**config.mk**
```make
export PLATFORM = sky130hd
export DESIGN_NAME = div_seq_flat
export DESIGN_NICKNAME = d
export VERILOG_FILES = /design/src/rtl/div_seq_if.sv /design/src/rtl/div_seq.sv /design/src/flat_wrapper.sv
export SDC_FILE = /design/constraint.sdc
export NUM_CORES = 1
export LEC_CHECK = 0
export CORE_MARGIN = 5
export CORE_UTILIZATION = 45
export CTS_CLUSTER_DIAMETER = 40
export DETAILED_ROUTE_END_ITERATION = 12
export DONT_BUFFER_PORTS = 1
export SETUP_SLACK_MARGIN = 0.1
export SYNTH_ARGS = -nofsm -noshare
export SYNTH_HDL_FRONTEND = slang
export SYNTH_SLANG_ARGS = --single-unit
```
**constraint.sdc**
```tcl
create_clock -name clk -period 4.1 [get_ports clk]
set_input_delay 0.205 -clock clk [delete_from_list [all_inputs] [get_ports clk]]
set_output_delay 0.205 -clock clk [all_outputs]
set_load 0.01 [all_outputs]
```
**src/rtl/div_seq_if.sv**
```systemverilog
// Operand/result bundle between the execute stage and div_seq.
// master = execute stage / hazard side, slave = the divider.
interface div_seq_if #(parameter int DATA_WIDTH = 32);
  logic                  start;
  logic [DATA_WIDTH-1:0] op1;
  logic [DATA_WIDTH-1:0] op2;
  logic [2:0]            div_ctrl;
  logic                  flush;
  logic                  stall;
  logic                  busy;
  logic                  valid;
  logic [DATA_WIDTH-1:0] result;

  modport master (output start, op1, op2, div_ctrl, flush,
                  input  stall, busy, valid, result);
  modport slave  (input  start, op1, op2, div_ctrl, flush,
                  output stall, busy, valid, result);
endinterface

```
**src/rtl/div_seq.sv**
```systemverilog
// RV32M radix-2 restoring divider: DATA_WIDTH+1 cycles start->valid; DIV_FASTPATH_EN shortcuts /0 and overflow to 1 cycle.
// No backpressure: stall holds the pipeline while busy, result/valid are presented for exactly one cycle.
module div_seq #(
  parameter int DATA_WIDTH = 32
) (
  input  logic      clk,
  input  logic      rst,
  div_seq_if.slave  bus
);
  localparam int W  = DATA_WIDTH;
  localparam int CW = $clog2(DATA_WIDTH);

  typedef enum logic [1:0] {IDLE, CALC, DONE} state_t;

  state_t         state_q, state_d;
  logic [CW-1:0]  cnt_q, cnt_d;
  logic [W-1:0]   rem_q, rem_d;
  logic [W-1:0]   quo_q, quo_d;
  logic [W-1:0]   dvsr_q, dvsr_d;
  logic [W-1:0]   result_q, result_d;
  logic           neg_quo_q, neg_quo_d;
  logic           neg_rem_q, neg_rem_d;
  logic           rem_sel_q, rem_sel_d;
  logic           busy_q, busy_d;
  logic           valid_q, valid_d;

  logic           is_signed, sgn1, sgn2, div_zero, special;
  logic [W-1:0]   mag1, mag2;
  logic [W:0]     rem_sh, trial;
  logic           unused_ctrl;

  // func3[2] is always set for the M-extension divide group
  assign unused_ctrl = bus.div_ctrl[2];

  assign is_signed = ~bus.div_ctrl[0];
  assign sgn1      = is_signed & bus.op1[W-1];
  assign sgn2      = is_signed & bus.op2[W-1];
  assign mag1      = sgn1 ? -bus.op1 : bus.op1;
  assign mag2      = sgn2 ? -bus.op2 : bus.op2;
  assign div_zero  = (bus.op2 == '0);

`ifdef DIV_FASTPATH_EN
  assign special = div_zero |
                   (is_signed & (bus.op1 == {1'b1, {(W-1){1'b0}}}) & (&bus.op2));
`else
  assign special = 1'b0;
`endif

  always_comb begin
    state_d   = state_q;
    cnt_d     = cnt_q;
    rem_d     = rem_q;
    quo_d     = quo_q;
    dvsr_d    = dvsr_q;
    neg_quo_d = neg_quo_q;
    neg_rem_d = neg_rem_q;
    rem_sel_d = rem_sel_q;
    result_d  = result_q;
    // trial[W] is the borrow: remainder never exceeds 2*divisor-1, so W+1 bits suffice
    rem_sh    = {rem_q, quo_q[W-1]};
    trial     = rem_sh - {1'b0, dvsr_q};

    unique case (state_q)
      IDLE: begin
        if (bus.start && !bus.flush) begin
          rem_d     = '0;
          quo_d     = mag1;
          dvsr_d    = mag2;
          cnt_d     = '0;
          neg_quo_d = (sgn1 ^ sgn2) & ~div_zero;
          neg_rem_d = sgn1;
          rem_sel_d = bus.div_ctrl[1];
          state_d   = CALC;
          if (special) begin
            // magnitudes chosen so the common sign fixup yields the mandated results
            quo_d   = div_zero ? '1   : {1'b1, {(W-1){1'b0}}};
            rem_d   = div_zero ? mag1 : '0;
            state_d = DONE;
          end
        end
      end
      CALC: begin
        rem_d = trial[W] ? rem_sh[W-1:0] : trial[W-1:0];
        quo_d = {quo_q[W-2:0], ~trial[W]};
        cnt_d = cnt_q + 1'b1;
        if (cnt_q == CW'(W-1)) state_d = DONE;
      end
      DONE:    state_d = IDLE;
      default: state_d = IDLE;
    endcase

    if (bus.flush) state_d = IDLE;

    // result is registered on entry to DONE so it lines up with valid
    if (state_d == DONE) begin
      result_d = rem_sel_d ? (neg_rem_d ? -rem_d : rem_d)
                           : (neg_quo_d ? -quo_d : quo_d);
    end
    valid_d = (state_d == DONE);
    busy_d  = (state_d != IDLE);
  end

  always_ff @(posedge clk) begin
    if (rst) begin
      state_q   <= IDLE;
      cnt_q     <= '0;
      rem_q     <= '0;
      quo_q     <= '0;
      dvsr_q    <= '0;
      result_q  <= '0;
      neg_quo_q <= 1'b0;
      neg_rem_q <= 1'b0;
      rem_sel_q <= 1'b0;
      busy_q    <= 1'b0;
      valid_q   <= 1'b0;
    end else begin
      state_q   <= state_d;
      cnt_q     <= cnt_d;
      rem_q     <= rem_d;
      quo_q     <= quo_d;
      dvsr_q    <= dvsr_d;
      result_q  <= result_d;
      neg_quo_q <= neg_quo_d;
      neg_rem_q <= neg_rem_d;
      rem_sel_q <= rem_sel_d;
      busy_q    <= busy_d;
      valid_q   <= valid_d;
    end
  end

  assign bus.stall  = ((state_q == IDLE) & bus.start) | (state_q == CALC);
  assign bus.busy   = busy_q;
  assign bus.valid  = valid_q;
  assign bus.result = result_q;
endmodule

```
**src/flat_wrapper.sv**
```systemverilog
// flat-port wrapper written by rule: the top's interface ports become plain ports
module div_seq_flat 
#(
  parameter int DATA_WIDTH = 32
)
  (clk, rst, bus_start, bus_op1, bus_op2, bus_div_ctrl, bus_flush, bus_stall, bus_busy, bus_valid, bus_result);
  div_seq_if #(.DATA_WIDTH(DATA_WIDTH)) bus_i ();
  input  logic clk;
  input  logic rst;
  input wire logic [$bits(bus_i.start)-1:0] bus_start;
  input wire logic [$bits(bus_i.op1)-1:0] bus_op1;
  input wire logic [$bits(bus_i.op2)-1:0] bus_op2;
  input wire logic [$bits(bus_i.div_ctrl)-1:0] bus_div_ctrl;
  input wire logic [$bits(bus_i.flush)-1:0] bus_flush;
  output wire logic [$bits(bus_i.stall)-1:0] bus_stall;
  output wire logic [$bits(bus_i.busy)-1:0] bus_busy;
  output wire logic [$bits(bus_i.valid)-1:0] bus_valid;
  output wire logic [$bits(bus_i.result)-1:0] bus_result;
  assign bus_i.start = bus_start;
  assign bus_i.op1 = bus_op1;
  assign bus_i.op2 = bus_op2;
  assign bus_i.div_ctrl = bus_div_ctrl;
  assign bus_i.flush = bus_flush;
  assign bus_stall = bus_i.stall;
  assign bus_busy = bus_i.busy;
  assign bus_valid = bus_i.valid;
  assign bus_result = bus_i.result;
  div_seq #(.DATA_WIDTH(DATA_WIDTH)) u_core (.clk(clk), .rst(rst), .bus(bus_i));
endmodule
```
==> metrics.csv, run 1 <==
metric,value,unit
place.gp.congestion,0.9187,
clock_path_buffers,2,
dieHeight,167.2,um
route.detailed.wl_per_inst,18.84,um
setup_repair_after_global_routing_missed_its_margin,yes,
maxCapViolations,0,
final_hold_vios,0,
numPortBuffers,0,
slew_headroom,25.16,%
dr.pass1.iters,6,
first_global_vias,11010,
synth_enable_flop_cells,0,
detail_route.vias_per_cell,5.939,
synth.area.top_cells,"sky130_fd_sc_hd__dfxtp_1 (25%), sky130_fd_sc_hd__xnor2_1 (6.5%), sky130_fd_sc_hd__nor2_1 (6.1%), sky130_fd_sc_hd__a21oi_1 (5.1%), sky130_fd_sc_hd__ha_1 (4.3%)",
yosys_most_used_dff,sky130_fd_sc_hd__dfxtp_1,
dr.first_iter.drc_count,936,
clockRootBuffer,sky130_fd_sc_hd__clkbuf_16,
areaGrowthSynthToFinish,31.52,%
synth.yosys.warnings,0,
total_leakage_power,5.789,nW
finalInstanceArea,14620,um2
post-place-ws,-2.711,ps
fin_ws,139.8,ps
dp.cells,1842,
insertedDiodeCount,0,
min-delay-path-class,in -> reg,
die_area,27940,um2
final_util,60.11,%
final_period_minus_worst_setup_slack,3960,ps
setup_violations,0,
netlist_instances,1467,
run_status,"finished, final reports clean",
setup.worst_path.start_class,register,
synth_area_leader_cell,sky130_fd_sc_hd__dfxtp_1,
die_x,167.2,um
report.final.slew_viol_count,0,
fillCellCount,2234,
crit_fanout,6,
post-dp-hpwl,26.83,mm
design.portCount,106,
grt_start_max_net_pins,79,
layout_common_cells,"sky130_fd_sc_hd__nor2_1 (174), sky130_fd_sc_hd__buf_4 (149), sky130_fd_sc_hd__dfxtp_1 (127)",
inserted_clock_buffers,17,
cts_tree,yes,
route.detailed.drc,0,
worst_ep_arrival_time,4280,ps
holdWs,13.07,ps
final_min_period_over_clock_period,96.59,%
finalNetCount,1752,
timing.critical_path.to_type,register,
grtUsageTotal,25.33,%
ys_types,95,
clk_pin_slew_worst_paths,70,ps
fin_total_pwr,4.111,mW
antenna_found_initial,0,
most_common_library_cell_in_the_layout_ignoring_fill_and_taps,sky130_fd_sc_hd__nor2_1,
h-tree-depth,4,
ys_seq_elements,140,
netlist_area_pre_place,11110,um2
asyncSetResetFlopFracSynth,0,%
cts_sinks,140,
max_freq,252.5,MHz
max-vdd-ir-drop,0.2224,mV
synthesis.nets,1577,
postRouteAntennaNets,0,
clock-skew-final,19.61,ps
core_region_area,24320,um2
std_cell_rows,57,
worstMarginPinSlew,1120,ps
ys_seq_area_share,25.22,%
finalNonFillerCells,1979,
timing_worst_setup_path_type,reg -> reg,
synth_top_area_share,25.22,%
dpl-instance-area,12330,um2
syn_avg_cell_area,7.576,um2
initial_utilization,45.70,%
clkLatencyLatePin,450,ps
route.vias.total,11750,
grt_first_pass_wirelength,58.36,mm
final.setup.tns,0,ps
crit_required,4420,ps
power_density,281.2,nW/um2
drive_gt1_share,21.15,%
drt-total-wl,37.29,mm
total_gr_overflow,0,
-- critical path, cell delays in order (launching register included) --
cell and delay (ps):
sky130_fd_sc_hd__dfxtp_2 370, sky130_fd_sc_hd__ha_4 210, sky130_fd_sc_hd__o211ai_1 280, sky130_fd_sc_hd__a21oi_4 70, sky130_fd_sc_hd__o211a_4 290, sky130_fd_sc_hd__o21a_2 220, sky130_fd_sc_hd__buf_4 160, sky130_fd_sc_hd__nor3_4 290
sky130_fd_sc_hd__buf_12 170, sky130_fd_sc_hd__buf_6 130, sky130_fd_sc_hd__mux2i_2 80, sky130_fd_sc_hd__a2111oi_4 390, sky130_fd_sc_hd__and3_4 280, sky130_fd_sc_hd__nand3_4 140, sky130_fd_sc_hd__buf_6 180, sky130_fd_sc_hd__o41ai_4 220
sky130_fd_sc_hd__xor2_1 230, sky130_fd_sc_hd__a21oi_1 100
-- path summary, 6_finish.rpt --
kind	from	end	slack (ps)	depth (start not counted)
max	u_core.rem_q[2]	u_core.bus.result[28]	140	17
max reg2reg	u_core.rem_q[2]	u_core.bus.result[28]	140	17
min	bus_op2[20]	u_core.dvsr_q[20]	10	2
min reg2reg	u_core.dvsr_q[22]	u_core.dvsr_q[22]	460	2
-- sequential cells by signal (all words and copies together), names as in the netlist --
signal / cells
u_core.bus.result: 32
u_core.bus.valid: 1
u_core.rem_q: 32
u_core.rem_sel_q: 1
u_core.state_q: 2
u_core.cnt_q: 5
u_core.neg_quo_q: 1
u_core.quo_q: 32
u_core.bus.busy: 1
u_core.dvsr_q: 32
u_core.neg_rem_q: 1
-- routing by layer --
metal,up-vias,global-route usage [%],wire length [um]
met5,-,0,0
met2,351,42.37,17990
met3,50,4.008,2086
li1,5759,-,-
met4,0,5.011,581
met1,5594,34.92,16630
-- what timing repair did --
item,4_1_cts,5_1_grt
hold endpoints to repair,139,0
pin swaps,3,35
endpoints found under the setup margin,10,29
buffers inserted,1,16
gates cloned,0,1
hold buffers,87,0
resized for setup,9,118
-- power breakdown --
part | internal, mW | switching [mW] | leakage (nW) | total, mW
Clock | 0.981 | 0.718 | 0.305 | 1.70
Combinational | 0.439 | 0.535 | 4.34 | 0.975
Sequential | 1.41 | 0.0285 | 1.15 | 1.44
Total | 2.83 | 1.28 | 5.79 | 4.11
-- synthesized netlist by cell type, types with 17 or more instances --
cell type	n
sky130_fd_sc_hd__a211oi_1	42
sky130_fd_sc_hd__a21oi_1	114
sky130_fd_sc_hd__a31oi_1	35
sky130_fd_sc_hd__and3_1	17
sky130_fd_sc_hd__clkbuf_1	57
sky130_fd_sc_hd__dfxtp_1	140
sky130_fd_sc_hd__ha_1	38
sky130_fd_sc_hd__inv_1	57
sky130_fd_sc_hd__nand2_1	109
sky130_fd_sc_hd__nand2b_1	17
sky130_fd_sc_hd__nand3_1	44
sky130_fd_sc_hd__nor2_1	180
sky130_fd_sc_hd__nor2b_1	36
sky130_fd_sc_hd__nor3_1	41
sky130_fd_sc_hd__o21ai_0	62
sky130_fd_sc_hd__xnor2_1	83
sky130_fd_sc_hd__xor2_1	39
-- layout make-up --
type                    count  area (um2)  area share (%)
multi-input cells        1180        8403           57.49
flip-flops and latches    140        2819           19.28
repair buffers            246        2151           14.71
clock buffers              17       425.4           2.910
well taps                 324       405.4           2.773
inverters                  57       214.0           1.464
clock inverters            15       200.2           1.370
-- cells by family after synthesis --
kind of cell    after synthesis  share of synthesized area (%)
flops                       140                          25.22
buf+inv                     147                          5.449
simple gates                548                          25.10
mux                          14                          1.306
fa+ha+maj                    39                          4.458
xor+xnor                    122                          9.614
compound gates              457                          28.85
Note: power is estimated with default switching activity, not from simulation.
==> run 2, diff against run 1 <==
--- a/config.mk
+++ b/config.mk
@@ -5,7 +5,6 @@
 export SDC_FILE = /design/constraint.sdc
 export NUM_CORES = 1
 export LEC_CHECK = 0
-export CORE_MARGIN = 5
 export CORE_UTILIZATION = 45
 export CTS_CLUSTER_DIAMETER = 40
 export DETAILED_ROUTE_END_ITERATION = 12
==> run 2 against run 1 <==
Against the previous run: combinational power fell by 5.1%; cell area shrank 7.6%; non-clock buffer count fell by 76; count of clock-buffer cells in the layout increased by 1; via count is 3.2% lower; worst hold slack gained 1.1 ps; clock skew decreased by 6.5 ps; flip-flop and latch count unchanged; register-to-register slack got worse by 130 ps; first-iteration DRC count decreased by 6.6%; largest cell class unchanged; utilization is 4.4 points lower; die area is 9.3% lower; critical path type unchanged.
==> metrics.csv, run 2 (synthesis gave the netlist of run 1 again) <==
metric,value,unit
die_area,25330,um2
postRouteAntennaNets,0,
power_density,285.4,nW/um2
post-dp-hpwl,26.47,mm
clock-skew-final,13.07,ps
crit_required,4420,ps
fin_ws,5.993,ps
areaGrowthSynthToFinish,21.57,%
route.detailed.drc,0,
numPortBuffers,0,
finalInstanceArea,13510,um2
critical_path.n_buffers_inverters,2,
max-vdd-ir-drop,0.2667,mV
dpl-instance-area,12330,um2
timing_worst_setup_path_type,reg -> reg,
grtUsageTotal,27.50,%
final_period_minus_worst_setup_slack,4094,ps
dr.pass1.iters,5,
core_region_area,24250,um2
setup_violations,0,
min-delay-path-class,in -> reg,
route.detailed.wl_per_inst,18.43,um
drt-total-wl,35.07,mm
grt_start_max_net_pins,139,
layout_common_cells,"sky130_fd_sc_hd__nor2_1 (175), sky130_fd_sc_hd__buf_4 (145), sky130_fd_sc_hd__dfxtp_1 (134)",
inserted_clock_buffers,17,
cp_slowest_stage_delay,360,ps
timing.critical_path.to_type,register,
total_leakage_power,5.193,nW
final_min_period_over_clock_period,99.85,%
finalNetCount,1676,
critical_path.top_delay_family,compound AO/OA/AOI/OAI gates,
max_freq,244.3,MHz
dr.first_iter.drc_count,874,
drive_gt1_share,19.57,%
design.portCount,106,
run_status,"finished, final reports clean",
cts_sinks,140,
clkLatencyLatePin,430,ps
antenna_found_initial,1,
grt_first_pass_wirelength,56.21,mm
place.gp.congestion,0.8885,
maxCapViolations,0,
crit_path_cell_trace,inv_2 > ha_4 > fa_2 > nand2b_4 > a21oi_4 > o211a_4 > o21ai_4 > and3_4 > nor2_4 > a211oi_2 > a21oi_2 > ha_2 > o2111ai_4 > nor4_4 > nand3_2 > buf_6 > o41ai_4 > xor2_1 > a21oi_1,
total_gr_overflow,0,
holdWs,14.20,ps
worst_ep_arrival_time,4410,ps
post-place-ws,1.924,ps
route.vias.total,11380,
report.final.slew_viol_count,0,
setup_repair_after_global_routing_missed_its_margin,yes,
clockRootBuffer,sky130_fd_sc_hd__clkbuf_16,
clk_pin_slew_worst_paths,70,ps
clock_path_buffers,2,
most_common_library_cell_in_the_layout_ignoring_fill_and_taps,sky130_fd_sc_hd__nor2_1,
final.setup.tns,0,ps
std_cell_rows,57,
timing.critical_path.slowest_stage_cell,sky130_fd_sc_hd__fa_2,
fillCellCount,2348,
slew_headroom,26.58,%
first_global_vias,10840,
crit_fanout,6,
insertedDiodeCount,0,
fin_total_pwr,3.857,mW
h-tree-depth,4,
final_hold_vios,0,
worstMarginPinSlew,1099,ps
setup.worst_path.start_class,register,
die_x,159.2,um
initial_utilization,45.84,%
detail_route.vias_per_cell,5.977,
cts_tree,yes,
dieHeight,159.2,um
-- run 2: cell types whose count changed in the layout (fill, tap and decap cells not counted), sizes merged --
cell,before,now
buf,159,150
bufinv,3,0
clkinv,3,5
clkinvlp,1,3
dlygate4sd3,86,20
inv,65,63
-- run 2: worst register-to-register path: cells and delay by family (launching register included) --
kind	cells	cell delay, ps
compound gates	8	1310
simple gates	5	1150
fa+ha+maj	3	740
flops	1	330
buf+inv	2	250
xor+xnor	1	210
-- run 2: path summary, 6_finish.rpt --
path	from	to	slack, ps	cells past startpoint
min	bus_op2[7]	u_core.dvsr_q[7]	10	2
max	u_core.quo_q[31]	u_core.bus.result[28]	6	19
min reg2reg	u_core.dvsr_q[22]	u_core.dvsr_q[22]	470	2
max reg2reg	u_core.quo_q[31]	u_core.bus.result[28]	6	19
-- run 2: cell type report --
cell class	instances	area [um2]	share of cell area, %
tap	324	405.4	3.000
clock buffer	18	429.2	3.176
multi-input combinational	1180	8154	60.35
sequential	140	2810	20.80
timing repair buffer	170	1370	10.14
clock inverter	14	128.9	0.9538
inverter	57	214.0	1.583
-- run 2: metrics by stage --
step | std cells | util [%]
after global routing | 1903 | 55.72
after floorplan | 1467 | -
after detailed placement | 1844 | 50.87
final | 1903 | 55.72
after global placement | 1844 | 50.87
after CTS | 1897 | 54.23
-- run 2: layer usage --
metal	vias up	track usage, %	routed length (um)
li1	5618	-	-
met1	5437	37.34	16400
met2	288	45.77	16350
met3	32	3.829	1704
met4	0	6.818	607
met5	-	0	0
-- run 2: report_power, final --
group          internal (mW)  leakage, nW  switching (mW)
combinational          0.396         3.79           0.528
clock                  0.796        0.263           0.699
sequential              1.41         1.14          0.0279
total                   2.60         5.19            1.26
-- run 2: what timing repair did --
action / 4_1_cts / 5_1_grt
endpoints found under the setup margin: 10 / 26
hold endpoints to repair: 139 / 0
hold buffers: 21 / 0
pin swaps: 3 / 30
resized for setup: 7 / 72
setup buffers: 0 / 6
==> run 3, diff against run 2 <==
==> constraint.sdc (replaced) <==
create_clock -name clk -period 4.1 [get_ports clk]
set_input_delay 0.205 -clock clk [delete_from_list [all_inputs] [get_ports clk]]
set_output_delay 0.205 -clock clk [all_outputs]
set_load 0.1 [all_outputs]
==> run 3 against run 2 <==
Against the previous run: combinational power grew 7.1%; utilization grew 3.5 points; total power grew 3.9%; cell count grew 2.8%; die area is the same.
==> metrics.csv, run 3 (synthesis gave the netlist of run 1 again) <==
metric,value,unit
grtUsageTotal,28.36,%
core_region_area,24250,um2
clk_pin_slew_worst_paths,70,ps
dp.cells,1842,
finalNetCount,1729,
min-delay-path-class,in -> reg,
insertedDiodeCount,0,
finalInstanceArea,14370,um2
antenna_found_initial,1,
power_density,278.9,nW/um2
postRouteAntennaNets,0,
report.final.slew_viol_count,0,
drive_gt1_share,20.53,%
clkLatencyLatePin,440,ps
crit_required,4400,ps
finalNonFillerCells,1956,
place.gp.congestion,0.9258,
areaGrowthSynthToFinish,29.28,%
initial_utilization,45.84,%
final_period_minus_worst_setup_slack,4042,ps
slew_headroom,28.02,%
cts_sinks,140,
first_global_vias,11170,
fillCellCount,2303,
most_common_library_cell_in_the_layout_ignoring_fill_and_taps,sky130_fd_sc_hd__nor2_1,
max-vdd-ir-drop,0.2652,mV
crit_fanout,5,
dr.pass1.iters,6,
fin_total_pwr,4.007,mW
setup.worst_path.start_class,register,
total_gr_overflow,0,
dpl-instance-area,12350,um2
die_area,25330,um2
grt_start_max_net_pins,96,
post-dp-hpwl,26.63,mm
worstMarginPinSlew,1077,ps
final_util,59.26,%
grt_first_pass_wirelength,57.81,mm
numPortBuffers,0,
final_min_period_over_clock_period,98.58,%
detail_route.vias_per_cell,5.995,
inserted_clock_buffers,17,
route.vias.total,11730,
clock_path_buffers,2,
dr.first_iter.drc_count,1011,
layout_common_cells,"sky130_fd_sc_hd__nor2_1 (176), sky130_fd_sc_hd__buf_4 (148), sky130_fd_sc_hd__dfxtp_1 (135)",
run_status,"finished, final reports clean",
maxCapViolations,0,
timing.critical_path.to_type,register,
multi_input_comb_area,8397,um2
max_freq,247.4,MHz
final_hold_vios,0,
timing_worst_setup_path_type,reg -> reg,
route.detailed.wl_per_inst,18.79,um
seqCellArea,2809,um2
total_leakage_power,5.607,nW
design.portCount,106,
std_cell_rows,57,
h-tree-depth,4,
cts_tree,yes,
route.detailed.drc,0,
clock-skew-final,15.19,ps
clockRootBuffer,sky130_fd_sc_hd__clkbuf_16,
setup_repair_after_global_routing_missed_its_margin,yes,
drt-total-wl,36.75,mm
die_x,159.2,um
worst_ep_arrival_time,4350,ps
setup_violations,0,
dieHeight,159.2,um
run 3: cell count changes in the layout (fill, tap and decap cells not counted), sizes merged:
cell / change
buf: +9
bufinv: +1
clkbuf: +2
clkinv: -4
dlygate4sd3: +42
inv: +3
run 3: per-layer routing:
| layer | share of wire [%] | track usage (%) | up-vias |
|---|---|---|---|
| li1 | - | - | 5714 |
| met1 | 45 | 38.22 | 5613 |
| met2 | 46 | 46.29 | 329 |
| met3 | 5.1 | 3.621 | 71 |
| met4 | 3.3 | 10.36 | 0 |
| met5 | 0 | 0 | - |
run 3: worst paths after layout:
kind,startpoint,end,slack (ps),cells after the start
worst max-delay path,u_core.rem_q[2],u_core.bus.result[20],60,17
worst min-delay path,bus_op2[20],u_core.dvsr_q[20],7,2
worst max register to register,u_core.rem_q[2],u_core.bus.result[20],60,17
worst min register to register,u_core.dvsr_q[22],u_core.dvsr_q[22],460,2
run 3: layout make-up:
| cell class | count | area share, % |
|---|---|---|
| Clock buffer | 18 | 2.987 |
| Clock inverter | 14 | 1.045 |
| Inverter | 57 | 1.489 |
| Multi-Input combinational cell | 1180 | 58.44 |
| Sequential cell | 140 | 19.55 |
| Tap cell | 324 | 2.821 |
| Timing Repair Buffer | 223 | 13.67 |
run 3: critical path, stage by stage (launching register included):
cell and delay (ps):
sky130_fd_sc_hd__dfxtp_2 350, sky130_fd_sc_hd__ha_4 260, sky130_fd_sc_hd__o211ai_1 350, sky130_fd_sc_hd__a21oi_4 70, sky130_fd_sc_hd__o211a_4 290, sky130_fd_sc_hd__o21a_4 220, sky130_fd_sc_hd__buf_6 120, sky130_fd_sc_hd__buf_4 140
sky130_fd_sc_hd__o311a_4 360, sky130_fd_sc_hd__a31oi_4 190, sky130_fd_sc_hd__o2111ai_4 170, sky130_fd_sc_hd__buf_6 170, sky130_fd_sc_hd__nor4_4 350, sky130_fd_sc_hd__nand3_4 170, sky130_fd_sc_hd__buf_6 170, sky130_fd_sc_hd__nor3_4 170
sky130_fd_sc_hd__mux2i_1 230, sky130_fd_sc_hd__a211oi_1 90
run 3: stage by stage:
stage / TNS, ps / hold WS (ps) / setup WS, ps
finish: 0 / 7.268 / 58.25
global route: -953.5 / 21.96 / -137.4
CTS: 0 / 3.827 / 100.2
detailed placement: 0 / 292.5 / 3.840
global placement: 0 / 290.8 / 29.39
floorplan: 0 / 299.1 / 173.1
run 3: power by group:
group	internal, mW	switching, mW
clock network	0.862	0.714
registers	1.41	0.0317
logic	0.441	0.550
total	2.71	1.30
run 3: what timing repair did:
| action | 4_1_cts | 5_1_grt |
|---|---|---|
| setup endpoints to repair | 9 | 29 |
| setup buffers | 0 | 16 |
| resized for setup | 8 | 101 |
| cloned | 1 | 2 |
| hold buffers | 63 | 1 |
| pin swaps | 0 | 53 |
| endpoints found under the hold margin | 139 | 1 |
